## src/rtl/pre_emphasis_mc.sv

```systemverilog
// Multi-channel TDM pre-emphasis filter y[n] = x[n] - alpha*x[n-1] with per-channel history,
// frame-start clear, runtime alpha/bypass, round-half-up, saturation and a 2-stage elastic pipe.
module pre_emphasis_mc #(
  parameter  int SAMPLE_WIDTH = 16,
  parameter  int COEF_WIDTH   = 16,
  parameter  int NUM_CH       = 2,
  localparam int CH_W         = (NUM_CH > 1) ? $clog2(NUM_CH) : 1
) (
  input  logic                    clk,
  input  logic                    rst,
  input  logic [COEF_WIDTH-1:0]   cfg_alpha,
  input  logic                    cfg_bypass,
  input  logic                    in_valid,
  output logic                    in_ready,
  input  logic [CH_W-1:0]         in_ch,
  input  logic                    in_first,
  input  logic [SAMPLE_WIDTH-1:0] x_in,
  output logic                    out_valid,
  input  logic                    out_ready,
  output logic [CH_W-1:0]         out_ch,
  output logic                    out_first,
  output logic                    out_sat,
  output logic [SAMPLE_WIDTH-1:0] y_out
);

  localparam int SW = SAMPLE_WIDTH;
  localparam int CW = COEF_WIDTH;
  localparam int PW = SW + CW + 1;

  localparam logic signed [PW-1:0] RND  = {{(PW-1){1'b0}}, 1'b1} << (CW - 2);
  localparam logic signed [PW-1:0] MAXV = {{(CW+2){1'b0}}, {(SW-1){1'b1}}};
  localparam logic signed [PW-1:0] MINV = {{(CW+2){1'b1}}, {(SW-1){1'b0}}};

  // Handshake: the whole pipe advances when the output slot is empty or being taken
  // (adv = !out_valid || out_ready); a sample transfers on in_valid && in_ready, and
  // out_* stay frozen while out_valid && !out_ready.
  logic w_adv;
  logic w_accept;
  logic w_ch_ok;
  logic signed [SW-1:0] w_hist_rd;
  logic signed [SW-1:0] w_prev;
  logic signed [PW-1:0] w_prod;

  logic signed [SW-1:0] r_hist [NUM_CH];

  logic                 r_s1_valid;
  logic signed [SW-1:0] r_s1_x;
  logic signed [PW-1:0] r_s1_prod;
  logic [CH_W-1:0]      r_s1_ch;
  logic                 r_s1_first;
  logic                 r_s1_byp;

  logic signed [PW-1:0] w_round;
  logic signed [PW-1:0] w_scaled;
  logic signed [PW-1:0] w_diff;
  logic [SW-1:0]        w_y;
  logic                 w_sat;

  assign w_adv    = !out_valid || out_ready;
  assign in_ready = w_adv;
  assign w_accept = in_valid && w_adv;

  always_comb begin
    w_ch_ok   = 1'b0;
    w_hist_rd = '0;
    for (int c = 0; c < NUM_CH; c++) begin
      if (in_ch == CH_W'(c)) begin
        w_ch_ok   = 1'b1;
        w_hist_rd = r_hist[c];
      end
    end
  end

  assign w_prev = in_first ? '0 : w_hist_rd;
  // Signed history times unsigned alpha: zero-extend alpha so it stays non-negative.
  assign w_prod = $signed({{(CW+1){w_prev[SW-1]}}, w_prev}) *
                  $signed({{(SW+1){1'b0}}, cfg_alpha});

  always_ff @(posedge clk or posedge rst) begin
    if (rst) begin
      for (int c = 0; c < NUM_CH; c++) r_hist[c] <= '0;
    end else begin
      for (int c = 0; c < NUM_CH; c++) begin
        if (w_accept && (in_ch == CH_W'(c))) r_hist[c] <= x_in;
      end
    end
  end

  always_ff @(posedge clk or posedge rst) begin
    if (rst) begin
      r_s1_valid <= 1'b0;
      r_s1_x     <= '0;
      r_s1_prod  <= '0;
      r_s1_ch    <= '0;
      r_s1_first <= 1'b0;
      r_s1_byp   <= 1'b0;
    end else if (w_adv) begin
      r_s1_valid <= in_valid;
      if (in_valid) begin
        r_s1_x     <= x_in;
        r_s1_prod  <= w_prod;
        r_s1_ch    <= in_ch;
        r_s1_first <= in_first;
        r_s1_byp   <= cfg_bypass || !w_ch_ok;
      end
    end
  end

  // Difference is kept at product width so the clamp sees every bit of the true result.
  assign w_round  = r_s1_prod + RND;
  assign w_scaled = w_round >>> (CW - 1);
  assign w_diff   = $signed({{(CW+1){r_s1_x[SW-1]}}, r_s1_x}) - w_scaled;

  always_comb begin
    w_y   = w_diff[SW-1:0];
    w_sat = 1'b0;
    if (r_s1_byp) begin
      w_y = r_s1_x;
    end else if (w_diff > MAXV) begin
      w_y   = MAXV[SW-1:0];
      w_sat = 1'b1;
    end else if (w_diff < MINV) begin
      w_y   = MINV[SW-1:0];
      w_sat = 1'b1;
    end
  end

  always_ff @(posedge clk or posedge rst) begin
    if (rst) begin
      out_valid <= 1'b0;
      y_out     <= '0;
      out_ch    <= '0;
      out_first <= 1'b0;
      out_sat   <= 1'b0;
    end else if (w_adv) begin
      out_valid <= r_s1_valid;
      if (r_s1_valid) begin
        y_out     <= w_y;
        out_ch    <= r_s1_ch;
        out_first <= r_s1_first;
        out_sat   <= w_sat;
      end
    end
  end

endmodule

```

## config.mk

```make
export PLATFORM = sky130hd
export DESIGN_NAME = pre_emphasis_mc
export DESIGN_NICKNAME = d
export VERILOG_FILES = /design/src/rtl/pre_emphasis_mc.sv
export SDC_FILE = /design/constraint.sdc
export NUM_CORES = 1
export LEC_CHECK = 0
export CAP_MARGIN = 20
export CORE_MARGIN = 2
export CORE_UTILIZATION = 60
export CTS_BUF_LIST = sky130_fd_sc_hd__clkbuf_16
export DETAILED_ROUTE_END_ITERATION = 8
export PLACE_DENSITY = 0.79
export SETUP_SLACK_MARGIN = 0.2
export SYNTH_ARGS = -nofsm -noshare
export SYNTH_HDL_FRONTEND = slang
export SYNTH_SLANG_ARGS = --single-unit
```

## constraint.sdc

```tcl
create_clock -name clk -period 14.2 [get_ports clk]
set_clock_uncertainty 0.15 [all_clocks]
set_input_delay 3.55 -clock clk [delete_from_list [all_inputs] [get_ports clk]]
set_output_delay 3.55 -clock clk [all_outputs]
set_load 0.05 [all_outputs]
```

==> run metrics, run 1 <==
status completed; setup bufs post-CTS 0; Critical Path Most Common Cell fa_1; Post-Synthesis Cells roughly 1500; clock slew at reported path FFs around 70 ps; CTS tree built; Final Net Count approximately 1900; ANT nets after route 0; worst IR drop on VDD ~180 µV; hold path cells 2; chip width 153 µm; total vias in the final route ~10000; Final Hold Viols 0; # hold bufs at CTS 0; crit-path cells clkdlybuf4s50_1, mux2i_1, or2_2, nor2_1, fa_1, fa_1, fa_1, fa_1, fa_1, inv_1, fa_1, inv_1, ha_1, nand2_1, o21ai_0, nor3_1, o21ai_2, a41oi_1, o21a_1, or4b_1, nand3_1; min cycle time layout between 10000 and 15000 ps; Final Power roughly 3300 µW; total CTS buffers 9; Slew HR between 20 and 25%; power per cell area 224 nW/µm²; Synth Warn # 0; Longest Clk Path Bufs 2; Yosys reg bits 91; # H-tree levels 3; share of layout cells above drive strength 1 6.28%; Worst Path Buf+Inv 3; dpl cells 1756; Hold Crit Start out_ch; Reg2Reg Depth 20; antenna violations before repair 0; total net switching power between 1500 and 2000 µW; Skew-Pair Late Insertion Delay roughly 350 ps; Setup TNS 0 ps; RSZ-0062 raised after global routing no; Synth Cell Area around 13000 µm²; Final Setup Violations 0; Vias/cell approximately 5.8; Logic pwr share between 70% and 80%; first-pass GRT wire length 53200 µm; FF-to-FF End r_s1_prod[27]; syn_area_per_cell 9.18 µm²; arrival time at the worst endpoint ~11000 ps; CTS sink count 91; Max stage delay on crit path about 1200 ps; Overall Global Routing Usage 28.1%; die area around 24000 µm²; EDFF count, synth 0; sw frac 52.3%; Final Max Slew Viols 0; # IOs 60; Starting Density 61.2%; clock root cell clkbuf_16; hpwl dp between 20000 and 25000 µm; grt ovf 0; internal power ~1600 µW; number of I/O port buffers 59; nature of the critical path endpoint flop; Final Non-Filler Cells 1777; # DRC 0; ys flop type dfrtp_1; CP delay by family, top adder cells; initial DRC count 614; GP Congestion ~0.89; fmax about 90 MHz; chip height ~150 µm; largest net degree at the start of global routing 92; clock power share 8.4%; period utilization 78.5%; # fillers roughly 1700; syn nets between 1500 and 2000; slowest CP cell clkdlybuf4s50_1; Leak Pwr ~0.0074 µW; Hold Crit Class flop to flop; TritonRoute pass-1 iters 6; post-synthesis cell type count 63; critical path class input port to flop; final wirelength between 30000 and 40000 µm; commonest non-fill, non-tap cells in the layout nand2_1 (242), inv_1 (230), fa_1 (194); sequential fraction of the synthesis area approximately 17%; DR WL/cell around 18 µm; Hold EP out_ch; CP max FO 18; maxcap violations 0; Worst Tran Pin Value about 1100 ps; commonest non-fill, non-tap cell in the layout nand2_1; CTS-repair resized insts 0; Reg power frac 12.5%; worst r2r src r_hist[15]; flop2flop setup slack slightly above 7000 ps; WHS between 300 and 400 ps; number of global-route vias before repair 10833; Area Overhead vs Synth 9.28%; asr flop ratio synth 100%; Placeable Area between 20000 and 25000 µm²; Startpoint Class input port; Crit path required time between 10000 and 15000 ps; row cnt 54
## worst reg2reg max path, cell delays in order (launching register included)
cell and delay [ps]:
dfrtp_1 380, mux2i_1 610, or2_2 410, nor2_1 100
fa_1 530, fa_1 430, fa_1 510, fa_1 450
fa_1 490, inv_1 50, fa_1 500, inv_1 50
ha_1 330, nand2_1 110, o21ai_0 490, nor3_1 120
o21ai_2 160, a41oi_1 210, o21a_1 260, or4b_1 480
nand3_1 80
## layer usage
layer	global-route usage, %	wire length, µm	up-vias
li1	-	-	4670
met1	38.1	13200	5221
met2	46.5	15300	381
met3	5.56	2280	72
met4	7.51	791	0
met5	0	0	-
## cells in the mapped netlist, drive strengths merged (5+ instances only)
library cell | count | area share (%)
nor2 | 48 | 1.3
a211oi | 6 | 0.43
o21a | 7 | 0.39
nor3 | 5 | 0.19
nand2b | 8 | 0.37
o21ai | 51 | 1.9
dfrtp | 91 | 17
mux2 | 33 | 2.8
xor2 | 25 | 1.6
and2 | 118 | 5.5
nand3b | 14 | 0.78
or3 | 10 | 0.47
mux2i | 18 | 1.3
a21o | 19 | 1.1
nand2 | 243 | 6.8
ha | 138 | 13
inv | 229 | 6.4
a21oi | 44 | 2.0
xnor2 | 19 | 1.2
clkbuf | 50 | 1.4
nand4 | 8 | 0.37
nand3 | 12 | 0.45
fa | 194 | 29
buf | 6 | 0.31
and3 | 7 | 0.33
## worst max-delay path by stage
| stage | from | end | slack, ps | cells after the start |
|---|---|---|---|---|
| floorplan | in_ch | r_s1_prod[32] | 3980 | 26 |
| detailed placement | in_ch | r_s1_prod[27] | 2410 | 22 |
| CTS | in_ch | r_s1_prod[27] | 2750 | 22 |
| global route | in_ch | r_s1_prod[27] | 2760 | 25 |
| global placement | in_ch | r_s1_prod[32] | 2630 | 22 |
| finish | in_ch | r_s1_prod[27] | 3060 | 21 |
## stage by stage
stage                     worst slack [ps]  utilization (%)  cell area, µm²
after global routing                  2760             66.8           14600
after global placement                2630             64.8           14200
after CTS                             2750             66.6           14600
after floorplan                       3980                -           13400
final                                 3060             66.8           14600
after detailed placement              2410             65.0           14200
## state kept, by name, indices dropped and copies added, names as in the netlist, 16 cells and up
name and flops:
r_s1_x 16, r_hist 32, y_out 16, r_s1_prod 19
## cell families after synthesis
logic type	Yosys count	share of synthesized area, %
mux	51	4.12
compound gates	165	8.27
simple gates	490	17.7
fa+ha+maj	332	41.9
flops	91	17.0
xor+xnor	44	2.88
buf+inv	285	8.13
## area by class of cell
class,instances,area [µm²],area share [%]
antenna,1,2.50,0.0171
clock buffer,9,225,1.54
tap,280,350,2.39
clock inverter,7,115,0.787
sequential,91,2280,15.6
timing repair buffer,78,774,5.29
inverter,229,861,5.88
multi-input combinational,1082,10000,68.5
## power groups by stage
stage | clock, µW | sequential, µW | combinational (µW)
global placement | 0 | 409 | 2480
finish | 276 | 409 | 2590
floorplan | 0 | 474 | 1850
CTS | 278 | 408 | 2590
detailed placement | 0 | 412 | 2570
global route | 290 | 420 | 2900
(Power assumes the default switching activity.)
==> run 2, diff against run 1 <==
--- a/config.mk
+++ b/config.mk
@@ -7,7 +7,7 @@
 export LEC_CHECK = 0
 export CAP_MARGIN = 20
 export CORE_MARGIN = 2
-export CORE_UTILIZATION = 60
+export CORE_UTILIZATION = 57
 export CTS_BUF_LIST = sky130_fd_sc_hd__clkbuf_16
 export DETAILED_ROUTE_END_ITERATION = 8
 export PLACE_DENSITY = 0.79
==> constraint.sdc (replaced) <==
create_clock -name clk -period 9.89 [get_ports clk]
set_clock_uncertainty 0.15 [all_clocks]
set_input_delay 2.4725 -clock clk [delete_from_list [all_inputs] [get_ports clk]]
set_output_delay 2.4725 -clock clk [all_outputs]
set_load 0.05 [all_outputs]
==> run metrics, run 2 (same netlist as run 1, synthesis figures left out) <==
Crit path required time 10010 ps (was 14330 ps); worst IR drop on VDD 320 µV (was 180 µV); initial DRC count 579 (was 614); total vias in the final route 10360 (was 10344); Final Core Density 63.2% (was 66.8%); Reg with most FFs r_hist (unchanged); slowest CP cell fa_1 (was clkdlybuf4s50_1); Worst Path Buf+Inv 7 (was 3); Top Registers r_hist x32, r_s1_prod x19 (unchanged); Largest register FFs 32 (unchanged); chip width 157 µm (was 153 µm); CP delay by family, top adder cells (unchanged); sw frac 52.6% (was 52.3%); Starting Density 57.6% (was 61.2%); RSZ-0062 raised after global routing no (unchanged); number of I/O port buffers 59 (unchanged); Setup TNS 0 ps (unchanged); final wirelength 32100 µm (was 31600 µm); first-pass GRT wire length 52900 µm (was 53200 µm); Ant. Diodes 0 (was 1); commonest non-fill, non-tap cell in the layout nand2_1 (unchanged); share of layout cells above drive strength 1 7.28% (was 6.28%); ANT nets after route 0 (unchanged); fmax between 100 and 150 MHz; TritonRoute pass-1 iters 5 (was 6); status completed (unchanged); Placeable Area 23300 µm² (was 21900 µm²); # fillers 1990 (was 1720); grt ovf 0 (unchanged); clock root cell clkbuf_16 (unchanged); Vias/cell 5.66 (was 5.82); CP max FO 17 (was 18); Final Hold Viols 0 (unchanged); internal power 2180 µW (was 1560 µW); die area 24700 µm² (was 23500 µm²); DR WL/cell 17.5 µm (was 17.8 µm); Startpoint Class input port (unchanged); # DRC 0 (unchanged); Hold Crit Class flop to flop (unchanged); GP Congestion 0.888 (was 0.887); Longest Clk Path Bufs 2 (unchanged); power per cell area 313 nW/µm² (was 224 nW/µm²); Reg power frac 12.8% (was 12.5%); Overall Global Routing Usage 27.3% (was 28.1%); commonest non-fill, non-tap cells in the layout nand2_1 (242), inv_1 (228), fa_1 (194) (was nand2_1 (242), inv_1 (230), fa_1 (194)); chip height 157 µm (was 153 µm); Final Net Count 1877 (was 1862); min cycle time layout 9360 ps; arrival time at the worst endpoint 9480 ps (was 11270 ps); # H-tree levels 3 (unchanged); maxcap violations 0 (unchanged); nature of the critical path endpoint flop (unchanged); clock slew at reported path FFs 70 ps (about the same); Final Max Slew Viols 0 (unchanged); Final Setup Violations 0 (unchanged); total CTS buffers 9 (unchanged); critical path class input port to flop (unchanged); # hold bufs at CTS 0 (unchanged); row cnt 56 (was 54); Worst Tran Pin Value 878 ps (was 1140 ps); Area Overhead vs Synth 9.84% (was 9.28%); setup bufs post-CTS 0 (unchanged); period utilization between 90 and 100%; CTS-repair resized insts 0 (unchanged); Skew-Pair Late Insertion Delay 340 ps (was 350 ps); clock power share 7.0% (was 8.4%); CTS tree built (unchanged); CTS sink count 91 (unchanged); antenna violations before repair 0 (unchanged); # IOs 60 (unchanged); Critical Path Most Common Cell fa_1 (unchanged); Max stage delay on crit path 540 ps (was 1210 ps); Leak Pwr 0.00739 µW (was 0.00737 µW); Logic pwr share 80.2% (was 79.1%); largest net degree at the start of global routing 92 (unchanged); hpwl dp 25400 µm (was 24600 µm); Slew HR 41.5% (was 24.1%); number of global-route vias before repair 10748 (was 10833); total net switching power 2420 µW (was 1710 µW)
-- run 2: through the flow --
step           setup WS (ps)  hold WS [ps]  total power, µW  instance area (µm²)  cells
6_report                 531           320             4610                14700   1830
5_1_grt                  212           331             5110                14700   1830
3_5_place_dp             246           310             4260                14400   1813
3_3_place_gp             392           304             4170                14400   1813
2_1_floorplan            743           289             3330                13400   1458
4_1_cts                  578           321             4620                14700   1829
-- run 2: metal layers --
layer  global-route usage (%)  part of all wire, %
met1                     36.1                   41
met2                     47.7                   50
met3                     3.25                  6.4
met4                     7.36                  2.5
met5                        0                    0
-- run 2: power groups by stage --
stage,clock network [µW],registers (µW),logic (µW)
2_1_floorplan,0,680,2650
4_1_cts,326,588,3700
5_1_grt,340,600,4170
6_report,321,590,3690
3_5_place_dp,0,594,3670
3_3_place_gp,0,590,3580
-- run 2: final timing paths --
path / slack (ps) / cells after the start / endpoint / from
setup / recovery: 530 / 25 / r_s1_prod[27] / in_ch
hold / removal: 320 / 2 / out_ch / r_s1_ch
setup reg to reg: 2870 / 21 / r_s1_prod[27] / r_hist[1]
hold reg to reg: 320 / 2 / out_ch / r_s1_ch
max in group asynchronous: 6590 / 4 / r_s1_prod[32] / rst
min in group asynchronous: 2370 / 3 / out_valid / rst
-- run 2: area by class of cell --
| cell class | count | area [µm²] | share of cell area [%] |
|---|---|---|---|
| timing repair buffer | 93 | 866 | 5.89 |
| clock buffer | 9 | 225 | 1.53 |
| tap | 319 | 399 | 2.71 |
| inverter | 229 | 861 | 5.85 |
| sequential | 91 | 2280 | 15.5 |
| clock inverter | 7 | 52.6 | 0.357 |
| multi-input combinational | 1082 | 10000 | 68.2 |
-- run 2: worst reg2reg max path: cells and delay by family, from the launching register on --
| family | cells | cell delay, ps |
|---|---|---|
| adders and majority gates | 7 | 3440 |
| and+or+nand+nor | 6 | 1600 |
| AOI/OAI and AO/OA | 4 | 1160 |
| DFF | 1 | 350 |
| buffers and inverters | 3 | 150 |
| muxes | 1 | 110 |
==> run 3, diff against run 2 <==
--- a/config.mk
+++ b/config.mk
@@ -7,11 +7,12 @@
 export LEC_CHECK = 0
 export CAP_MARGIN = 20
 export CORE_MARGIN = 2
-export CORE_UTILIZATION = 57
+export CORE_UTILIZATION = 35
 export CTS_BUF_LIST = sky130_fd_sc_hd__clkbuf_16
 export DETAILED_ROUTE_END_ITERATION = 8
-export PLACE_DENSITY = 0.79
+export DONT_BUFFER_PORTS = 1
 export SETUP_SLACK_MARGIN = 0.2
+export SKIP_CTS_REPAIR_TIMING = 1
 export SYNTH_ARGS = -nofsm -noshare
 export SYNTH_HDL_FRONTEND = slang
 export SYNTH_SLANG_ARGS = --single-unit
==> run metrics, run 3 (same netlist as run 1, synthesis figures left out) <==
die area 39800 µm² (was 24700 µm²); hpwl dp 26100 µm (was 25400 µm); # IOs 60 (unchanged); worst IR drop on VDD 290 µV (was 320 µV); total vias in the final route 9739 (was 10360); Setup TNS 0 ps (unchanged); Worst Tran Pin Value 1020 ps (was 878 ps); Final Core Density 38.0% (was 63.2%); RSZ-0062 raised after global routing no (unchanged); Largest register FFs 32 (unchanged); TritonRoute pass-1 iters 5 (unchanged); Vias/cell 5.00 (was 5.66); chip width 200 µm (was 157 µm); Top Registers r_hist x32, r_s1_prod x19 (unchanged); CP max FO 18 (was 17); Final Non-Filler Cells 1947 (was 1830); crit-path cells mux2i_1, nor2_1, buf_4, and2_1, fa_1, inv_1, fa_1, fa_1, inv_1, fa_1, fa_1, inv_1, fa_1, inv_1, ha_1, a21oi_1, o21ai_0, o21a_1, o211a_1, a21o_1, a31o_1, or4_1, nand3_1; Leak Pwr 0.00711 µW (was 0.00739 µW); Hold EP out_ch (unchanged); CTS tree built (unchanged); Hold Crit Class flop to flop (unchanged); flop2flop setup slack 3250 ps (was 2870 ps); Placeable Area 37700 µm² (was 23300 µm²); critical path class input port to flop (unchanged); status completed (unchanged); FF-to-FF End r_s1_prod[32] (was r_s1_prod[27]); maxcap violations 0 (unchanged); commonest non-fill, non-tap cells in the layout nand2_1 (242), inv_1 (228), fa_1 (194) (unchanged); Hold Crit Start r_s1_ch (unchanged); CTS sink count 91 (unchanged); clock slew at reported path FFs 60 ps (was 70 ps); Worst Path Buf+Inv 5 (was 7); GP Congestion 0.848 (was 0.888); period utilization 85.0% (was 94.6%); clock root cell clkbuf_16 (unchanged); Area Overhead vs Synth 6.78% (was 9.84%); Max stage delay on crit path 530 ps (was 540 ps); nature of the critical path endpoint flop (unchanged); largest net degree at the start of global routing 86 (was 92); arrival time at the worst endpoint 8530 ps (was 9480 ps); # DRC 0 (unchanged); # H-tree levels 3 (unchanged); CP delay by family, top adder cells (unchanged); row cnt 71 (was 56); Slew HR 31.8% (was 41.5%); share of layout cells above drive strength 1 6.48% (was 7.28%); power per cell area 321 nW/µm² (was 313 nW/µm²); Longest Clk Path Bufs 2 (unchanged); Reg2Reg Depth 23 (was 21); final wirelength 33000 µm (was 32100 µm); first-pass GRT wire length 53300 µm (was 52900 µm); Critical Path Most Common Cell fa_1 (unchanged); Final Power 4590 µW (was 4610 µW); Final Net Count 1803 (was 1877); Final Setup Violations 0 (unchanged); fmax 119 MHz (was 107 MHz); Startpoint Class input port (unchanged); Overall Global Routing Usage 17.1% (was 27.3%); dpl cells 1929 (was 1813); number of I/O port buffers 0 (was 59); Skew-Pair Late Insertion Delay 340 ps (about the same); ANT nets after route 0 (unchanged); antenna violations before repair 0 (unchanged); Final Max Slew Viols 0 (unchanged); number of global-route vias before repair 10155 (was 10748); grt ovf 0 (unchanged); initial DRC count 511 (was 579); min cycle time layout 8400 ps (was 9360 ps); total CTS buffers 9 (unchanged); commonest non-fill, non-tap cell in the layout nand2_1 (unchanged); Final Hold Viols 0 (unchanged); DR WL/cell 17.0 µm (was 17.5 µm); hold path cells 2 (unchanged); worst r2r src r_hist[4] (was r_hist[1]); Starting Density 35.6% (was 57.6%); Reg with most FFs r_hist (unchanged); WHS 328 ps (was 320 ps); slowest CP cell fa_1 (unchanged); Crit path required time 10020 ps (was 10010 ps); chip height 200 µm (was 157 µm)
-- run 3: worst max path at each step --
stage	from	endpoint	cells past startpoint	slack (ps)
floorplan	in_ch	r_s1_prod[32]	26	740
global placement	in_ch	r_s1_prod[32]	23	1120
detailed placement	in_ch	r_s1_prod[32]	23	1110
CTS	in_ch	r_s1_prod[32]	23	1480
global route	in_ch	r_s1_prod[27]	23	1190
finish	in_ch	r_s1_prod[32]	23	1490
-- run 3: tightest hold or removal path, stage by stage (launching register included) --
cell and delay (ps):
dfrtp_1 350, nand2_1 50, nand2_1 50
-- run 3: final cells by class --
cell class	count	area, µm²
multi-input combinational	1082	10000
tap	511	639
sequential	91	2280
antenna	1	2.50
clock inverter	5	80.1
inverter	229	861
fill	3860	23400
clock buffer	9	225
timing repair buffer	19	186
-- run 3: per-stage QoR --
| step | area (µm²) | setup slack, ps |
|---|---|---|
| floorplan | 13400 | 743 |
| global placement | 13900 | 1120 |
| detailed placement | 13900 | 1110 |
| CTS | 14200 | 1480 |
| global route | 14300 | 1190 |
| finish | 14300 | 1490 |
-- run 3: power by group --
part,internal (µW),total (µW),switching [µW]
clock network,218,359,141
registers,489,718,229
logic,1450,3510,2060
total,2150,4590,2440
-- run 3: routing by layer --
metal	wire, µm	global-route usage [%]	vias up
met5	0	0	-
met4	673	4.66	0
met3	1370	2.67	36
met2	16900	30.6	165
met1	14100	21.4	4985
li1	-	-	4553
